`config.mk`:
```
export PLATFORM = sky130hd
export DESIGN_NAME = haar_cascade_sequencer
export DESIGN_NICKNAME = d
export VERILOG_FILES = /design/src/rtl/haar_cascade_sequencer.sv
export SDC_FILE = /design/constraint.sdc
export NUM_CORES = 1
export LEC_CHECK = 0
export CORE_ASPECT_RATIO = 1.1
export CORE_MARGIN = 10
export CORE_UTILIZATION = 50
export CTS_CLUSTER_DIAMETER = 120
export DETAILED_ROUTE_END_ITERATION = 10
export HOLD_SLACK_MARGIN = 0.1
export PLACE_DENSITY = 0.87
export RECOVER_POWER = 100
export SLEW_MARGIN = 20
export SYNTH_ARGS = -nofsm -noshare
export SYNTH_HDL_FRONTEND = slang
export SYNTH_SLANG_ARGS = --single-unit
```
`constraint.sdc`:
```
create_clock -name clk_fpga -period 4.6 [get_ports clk_fpga]
set_input_delay 0.69 -clock clk_fpga [delete_from_list [all_inputs] [get_ports clk_fpga]]
set_output_delay 0.69 -clock clk_fpga [all_outputs]
set_load 0.02 [all_outputs]
```
`src/rtl/haar_cascade_sequencer.sv`:
```
// Steps one shared classifier datapath through every classifier of every first-level stage of one window,
// exiting on the first failing stage; one request outstanding, ISSUE holds its address until i_clf_ready.
module haar_cascade_sequencer #(
  parameter int DATA_WIDTH                  = 8,
  parameter int ADDR_WIDTH                  = 12,
  parameter int ACC_WIDTH                   = 16,
  parameter int NUM_PARAM_PER_CLASSIFIER    = 18,
  parameter int NUM_CLASSIFIERS_PER_STAGE   = 50,
  parameter int NUM_FIRST_CLASSIFIER_STAGES = 3,
  localparam int STAGE_W = (NUM_FIRST_CLASSIFIER_STAGES > 1) ? $clog2(NUM_FIRST_CLASSIFIER_STAGES) : 1
) (
  input  logic                  clk_fpga,
  input  logic                  reset_fpga,
  input  logic                  i_start,
  input  logic                  i_abort,
  output logic                  o_busy,
  output logic [STAGE_W-1:0]    o_stage_idx,
  input  logic [DATA_WIDTH-1:0] i_stage_count,
  input  logic [DATA_WIDTH-1:0] i_stage_threshold,
  output logic                  o_clf_req,
  input  logic                  i_clf_ready,
  output logic [ADDR_WIDTH-1:0] o_param_base,
  input  logic                  i_haar_valid,
  input  logic [DATA_WIDTH-1:0] i_haar_value,
  output logic                  o_done,
  output logic                  o_iscandidate,
  output logic [STAGE_W-1:0]    o_reject_stage
);

  localparam int CNT_W = $clog2(NUM_CLASSIFIERS_PER_STAGE + 1);
  localparam int CMP_W = (ACC_WIDTH > DATA_WIDTH) ? ACC_WIDTH : DATA_WIDTH;

  typedef enum logic [2:0] {S_IDLE, S_LOAD, S_ISSUE, S_WAIT, S_CHECK, S_DONE} state_t;

  state_t                state_q, state_d;
  logic [STAGE_W-1:0]    stage_q, stage_d;
  logic [CNT_W-1:0]      idx_q, idx_d;
  logic [CNT_W-1:0]      cnt_q, cnt_d;
  logic [DATA_WIDTH-1:0] thr_q, thr_d;
  logic [ACC_WIDTH-1:0]  acc_q, acc_d;
  logic                  cand_q, cand_d;
  logic [STAGE_W-1:0]    rej_q, rej_d;

  logic [CNT_W-1:0]      cnt_ld;
  logic [ACC_WIDTH:0]    sum_w;
  logic [ACC_WIDTH-1:0]  acc_sat;
  logic                  idx_last;
  logic                  last_stage;
  logic                  stage_pass;
  logic                  aborting;

  always_comb begin
    cnt_ld     = (32'(i_stage_count) > 32'(NUM_CLASSIFIERS_PER_STAGE)) ?
                 CNT_W'(NUM_CLASSIFIERS_PER_STAGE) : CNT_W'(i_stage_count);
    sum_w      = {1'b0, acc_q} + (ACC_WIDTH+1)'(i_haar_value);
    acc_sat    = sum_w[ACC_WIDTH] ? {ACC_WIDTH{1'b1}} : sum_w[ACC_WIDTH-1:0];
    idx_last   = (idx_q == cnt_q - CNT_W'(1));
    last_stage = (stage_q == STAGE_W'(NUM_FIRST_CLASSIFIER_STAGES - 1));
    stage_pass = (CMP_W'(acc_q) > CMP_W'(thr_q));
    aborting   = i_abort && (state_q != S_IDLE);
  end

  always_ff @(posedge clk_fpga) begin
    if (reset_fpga) state_q <= S_IDLE;
    else            state_q <= state_d;
  end

  always_comb begin
    state_d = state_q;
    case (state_q)
      S_IDLE:  if (i_start) state_d = S_LOAD;
      S_LOAD:  state_d = (cnt_ld == '0) ? S_CHECK : S_ISSUE;
      S_ISSUE: if (i_clf_ready) state_d = S_WAIT;
      S_WAIT:  if (i_haar_valid) state_d = idx_last ? S_CHECK : S_ISSUE;
      S_CHECK: state_d = (stage_pass && !last_stage) ? S_LOAD : S_DONE;
      S_DONE:  state_d = S_IDLE;
      default: state_d = S_IDLE;
    endcase
    if (aborting) state_d = S_IDLE;
  end

  always_comb begin
    stage_d = stage_q;
    idx_d   = idx_q;
    cnt_d   = cnt_q;
    thr_d   = thr_q;
    acc_d   = acc_q;
    cand_d  = cand_q;
    rej_d   = rej_q;
    case (state_q)
      S_IDLE: if (i_start) begin
        stage_d = '0;
        cand_d  = 1'b0;
        rej_d   = '0;
      end
      S_LOAD: begin
        cnt_d = cnt_ld;
        thr_d = i_stage_threshold;
        acc_d = '0;
        idx_d = '0;
      end
      S_WAIT: if (i_haar_valid) begin
        acc_d = acc_sat;
        if (!idx_last) idx_d = idx_q + CNT_W'(1);
      end
      S_CHECK: begin
        if (!stage_pass) begin
          cand_d = 1'b0;
          rej_d  = stage_q;
        end else if (last_stage) begin
          cand_d = 1'b1;
          rej_d  = '0;
        end else begin
          stage_d = stage_q + STAGE_W'(1);
        end
      end
      default: ;
    endcase
    // An abandoned window leaves no stale result and restarts cleanly from stage 0.
    if (aborting) begin
      stage_d = '0;
      idx_d   = '0;
      acc_d   = '0;
      cand_d  = 1'b0;
      rej_d   = '0;
    end
  end

  always_ff @(posedge clk_fpga) begin
    if (reset_fpga) begin
      stage_q <= '0;
      idx_q   <= '0;
      cnt_q   <= '0;
      thr_q   <= '0;
      acc_q   <= '0;
      cand_q  <= 1'b0;
      rej_q   <= '0;
    end else begin
      stage_q <= stage_d;
      idx_q   <= idx_d;
      cnt_q   <= cnt_d;
      thr_q   <= thr_d;
      acc_q   <= acc_d;
      cand_q  <= cand_d;
      rej_q   <= rej_d;
    end
  end

  always_comb begin
    o_busy         = (state_q != S_IDLE);
    o_clf_req      = (state_q == S_ISSUE);
    o_done         = (state_q == S_DONE);
    o_stage_idx    = stage_q;
    o_iscandidate  = cand_q;
    o_reject_stage = rej_q;
    o_param_base   = '0;
    if (state_q == S_ISSUE)
      o_param_base = ADDR_WIDTH'((32'(stage_q) * 32'(NUM_CLASSIFIERS_PER_STAGE) + 32'(idx_q))
                                 * 32'(NUM_PARAM_PER_CLASSIFIER));
  end

endmodule

```
==> summary.txt <==
Run status
  – Status: finished clean

Final layout
  – Ant diodes: 0
  – Multi-input gate area: about 2300 sq um
  – Final cell count without fillers: between 500 and 600
  – Final nets: ~540
  – P&R area growth vs syn: 18.8%
  – Fillers: roughly 570
  – Storage element area: between 800 and 900 sq um
  – Final instance area: ~4000 sq um
  – Layout cells sized above 1: between 4 and 5%

GRT
  – Initial antenna violation count: 0
  – Pin count of the biggest net entering global routing: 22
  – First-pass GRT wire length: roughly 14 mm
  – Grt total ovfl: 0
  – GRT Util Overall: between 10% and 20%
  – Vias in the first global route: roughly 3200

Logic synthesis
  – Sequential area share after synthesis: about a quarter
  – Cell variety after synth: 57
  – Avg Cell Area, Syn: between 7 and 8 sq um
  – Ys async rst share: 0%
  – Post-Syn Instances: between 400 and 500
  – Nets in the synthesized netlist: 497
  – Seq cells post-synth: between 40 and 50
  – Number of synthesized flops with an enable pin: 0
  – Post-Syn Area: about 3400 sq um
  – Synth Flop Type: dfxtp_1
  – Yosys warnings: 0

Placed design
  – Post-DP Area: 3900 sq um
  – GPL Wtd Cong: between 0.8 and 0.9
  – Detailed Place HPWL: 6.66 mm
  – Port Buffers: 48
  – Placed insts: 543
  – Dpl ws: 0.206 ns

STA
  – Hold Slack: around 0.46 ns
  – Slew Viols, Final: 0
  – Final hold vios: 0
  – Clock Skews: approximately 0.0033 ns
  – Final period util: 95.5%
  – Max Fclk: 0.228 GHz
  – Final setup margin: approximately 0.21 ns
  – RSZ-0062 raised after global routing: no
  – Fin crit period: 4.39 ns
  – Slew margin rel.: 49.4%
  – Worst-margin pin slew: about 0.75 ns
  – # setup viols final: 0
  – Post-route setup TNS: 0 ns

Critical path
  – Worst setup SP type: flip-flop
  – Critical path capture point type: output pin
  – WS Path Type: flip-flop to output pin
  – Worst Path Arrival: about 3.7 ns
  – CP Max Fanout: 8
  – Crit-path cells: ha_1 > a21o_1 > a31o_2 > a21o_1 > xor2_1 > ha_1 > ha_1 > nor2b_1 > o21ai_0 > nand2b_1 > a31oi_1 > xor2_1 > nor2_1 > dlygate4sd2_1
  – Crit-path slowest cell: dfxtp_2
  – Top cell by count, worst path: ha_1
  – CP required: between 3 and 4 ns
  – Critical Path Max Stage Delay: 0.43 ns

Detailed routing
  – Via count: around 3200
  – Routed len/inst: around 15 microns
  – Drt drc: 0
  – Initial DRC count: 225
  – Number of routed nets with antenna violations: 0
  – WL final: 8.31 mm
  – Pre-Repair DR Iteration Count: 4
  – Vias per cell: roughly 5.8

Die
  – Die Width: 98.3 microns
  – Number of I/O pins: 50
  – # rows: 31
  – Die Span Y: around 110 microns
  – Core area: approximately 6600 sq um
  – Die area: around 10000 sq um
  – Initial Util: approximately 51%

Clock tree
  – TritonCTS Buffers: 5
  – TritonCTS clock tree: done
  – Hold-fix buffers at CTS: 0
  – Post-CTS resize count: 2
  – H-tree levels: 2
  – CTS max path bufs: 2
  – Reg clk slew, reported paths: approximately 0.080 ns
  – Clk sinks: 44
  – Worst skew pair latency: roughly 0.30 ns
  – Setup bufs post-CTS: 0
  – Root Driver: clkbuf_8

Min path
  – Hold Path Class: flip-flop to flip-flop

Flow run
  – Max-cap violations: 0

Power and ir drop
  – Max VDD drop: roughly 0.00014 V
  – Leakage power: 1.73 nW
  – Power per standard cell area: 208 nW/um^2
-- path summary, 6_finish.rpt --
path	startpoint	endpoint	slack, ns	cells after the start
max reg2reg	acc_q[0]$_SDFFE_PP0P_	acc_q[15]$_SDFFE_PP0P_	1.61	9
min	thr_q[4]$_SDFFE_PP0P_	thr_q[4]$_SDFFE_PP0P_	0.46	2
min reg2reg	thr_q[4]$_SDFFE_PP0P_	thr_q[4]$_SDFFE_PP0P_	0.46	2
max	o_stage_idx[1]$_SDFFE_PP0P_	o_param_base[11]	0.21	14
-- power by group --
| part | internal [mW] | switching (mW) |
|---|---|---|
| combinational | 0.0614 | 0.0747 |
| clock | 0.161 | 0.140 |
| sequential | 0.389 | 0.00887 |
| total | 0.612 | 0.224 |
-- cell usage in the layout, fill, tap and decap left out, types with 4 or more instances in the layout --
cell and n:
o211ai_1 5, ha_1 37, a21o_1 9, xor2_1 9, xnor2_1 15, nand4_1 4, nor2_1 33, nand2b_1 9
a211oi_1 9, dlygate4sd3_1 19, and2_1 7, nor2b_1 7, a21oi_1 38, dfxtp_1 42, clkbuf_8 5, a31oi_1 4
or4_1 4, nor3_1 15, clkdlybuf4s50_1 26, o21ai_0 16, nand3_1 15, inv_1 27, a22oi_1 4, nand2_1 46
-- critical path: cells and delay by family, from the launching register on --
kind / cells / cell delay, ns
simple gates: 3 / 0.33
compound gates: 5 / 1.03
buf+inv: 1 / 0.33
fa+ha+maj: 3 / 0.87
flops: 1 / 0.43
xor+xnor: 2 / 0.43
-- Yosys cell counts, drive strengths merged, types with 5 or more instances --
cell,count,area [sq um]
clkbuf,10,37.5
dfxtp,44,881
o21ai,17,85.1
and2,8,50.1
nor2b,7,43.8
xnor2,15,131
o211ai,5,37.5
inv,27,101
nand2b,9,56.3
nor3,16,85.1
buf,6,36.3
nand3,15,75.1
a21o,9,67.6
a21oi,39,206
a211oi,9,67.6
nand2,47,184
xor2,9,78.8
ha,37,463
nor2,33,124
-- final cells by class --
cell class | instances | share of cell area (%)
sequential | 44 | 22.0
multi-input combinational | 340 | 57.8
tap | 82 | 2.56
clock buffer | 5 | 1.72
timing repair buffer | 50 | 12.2
clock inverter | 3 | 1.06
inverter | 27 | 2.53
-- state kept, by name, summed over array words and instances (netlist names) --
register        count
thr_q               8
o_stage_idx         2
idx_q               6
cnt_q               6
acc_q              16
o_iscandidate       1
o_reject_stage      2
state_q             3
-- per-stage QoR --
step           utilization, %  total power, mW
5_1_grt                  61.1            0.871
3_5_place_dp             59.5            0.544
6_report                 61.1            0.835
3_3_place_gp             59.5            0.540
2_1_floorplan               -            0.494
4_1_cts                  61.2            0.841
-- routing by layer --
layer | global-route usage (%) | part of all wire [%]
met1 | 17.8 | 43
met5 | 0 | 0
met3 | 3.43 | 5.7
met2 | 28.4 | 50
met4 | 5.23 | 1.4
-- logic make-up (layout without fill, tap and decap cells) --
family | after synthesis | after routing | synth area share (%)
AO/OA/AOI/OAI | 110 | 110 | 21.8
XOR/XNOR | 24 | 24 | 6.23
adder cells (fa/ha/maj) | 40 | 40 | 15.5
buffers and inverters | 43 | 85 | 5.19
flip-flops | 44 | 44 | 26.1
multiplexers | 4 | 4 | 1.22
other | 1 | 1 | 0.111
AND/OR/NAND/NOR | 161 | 161 | 23.8
Power figures use the tool's default switching activity.
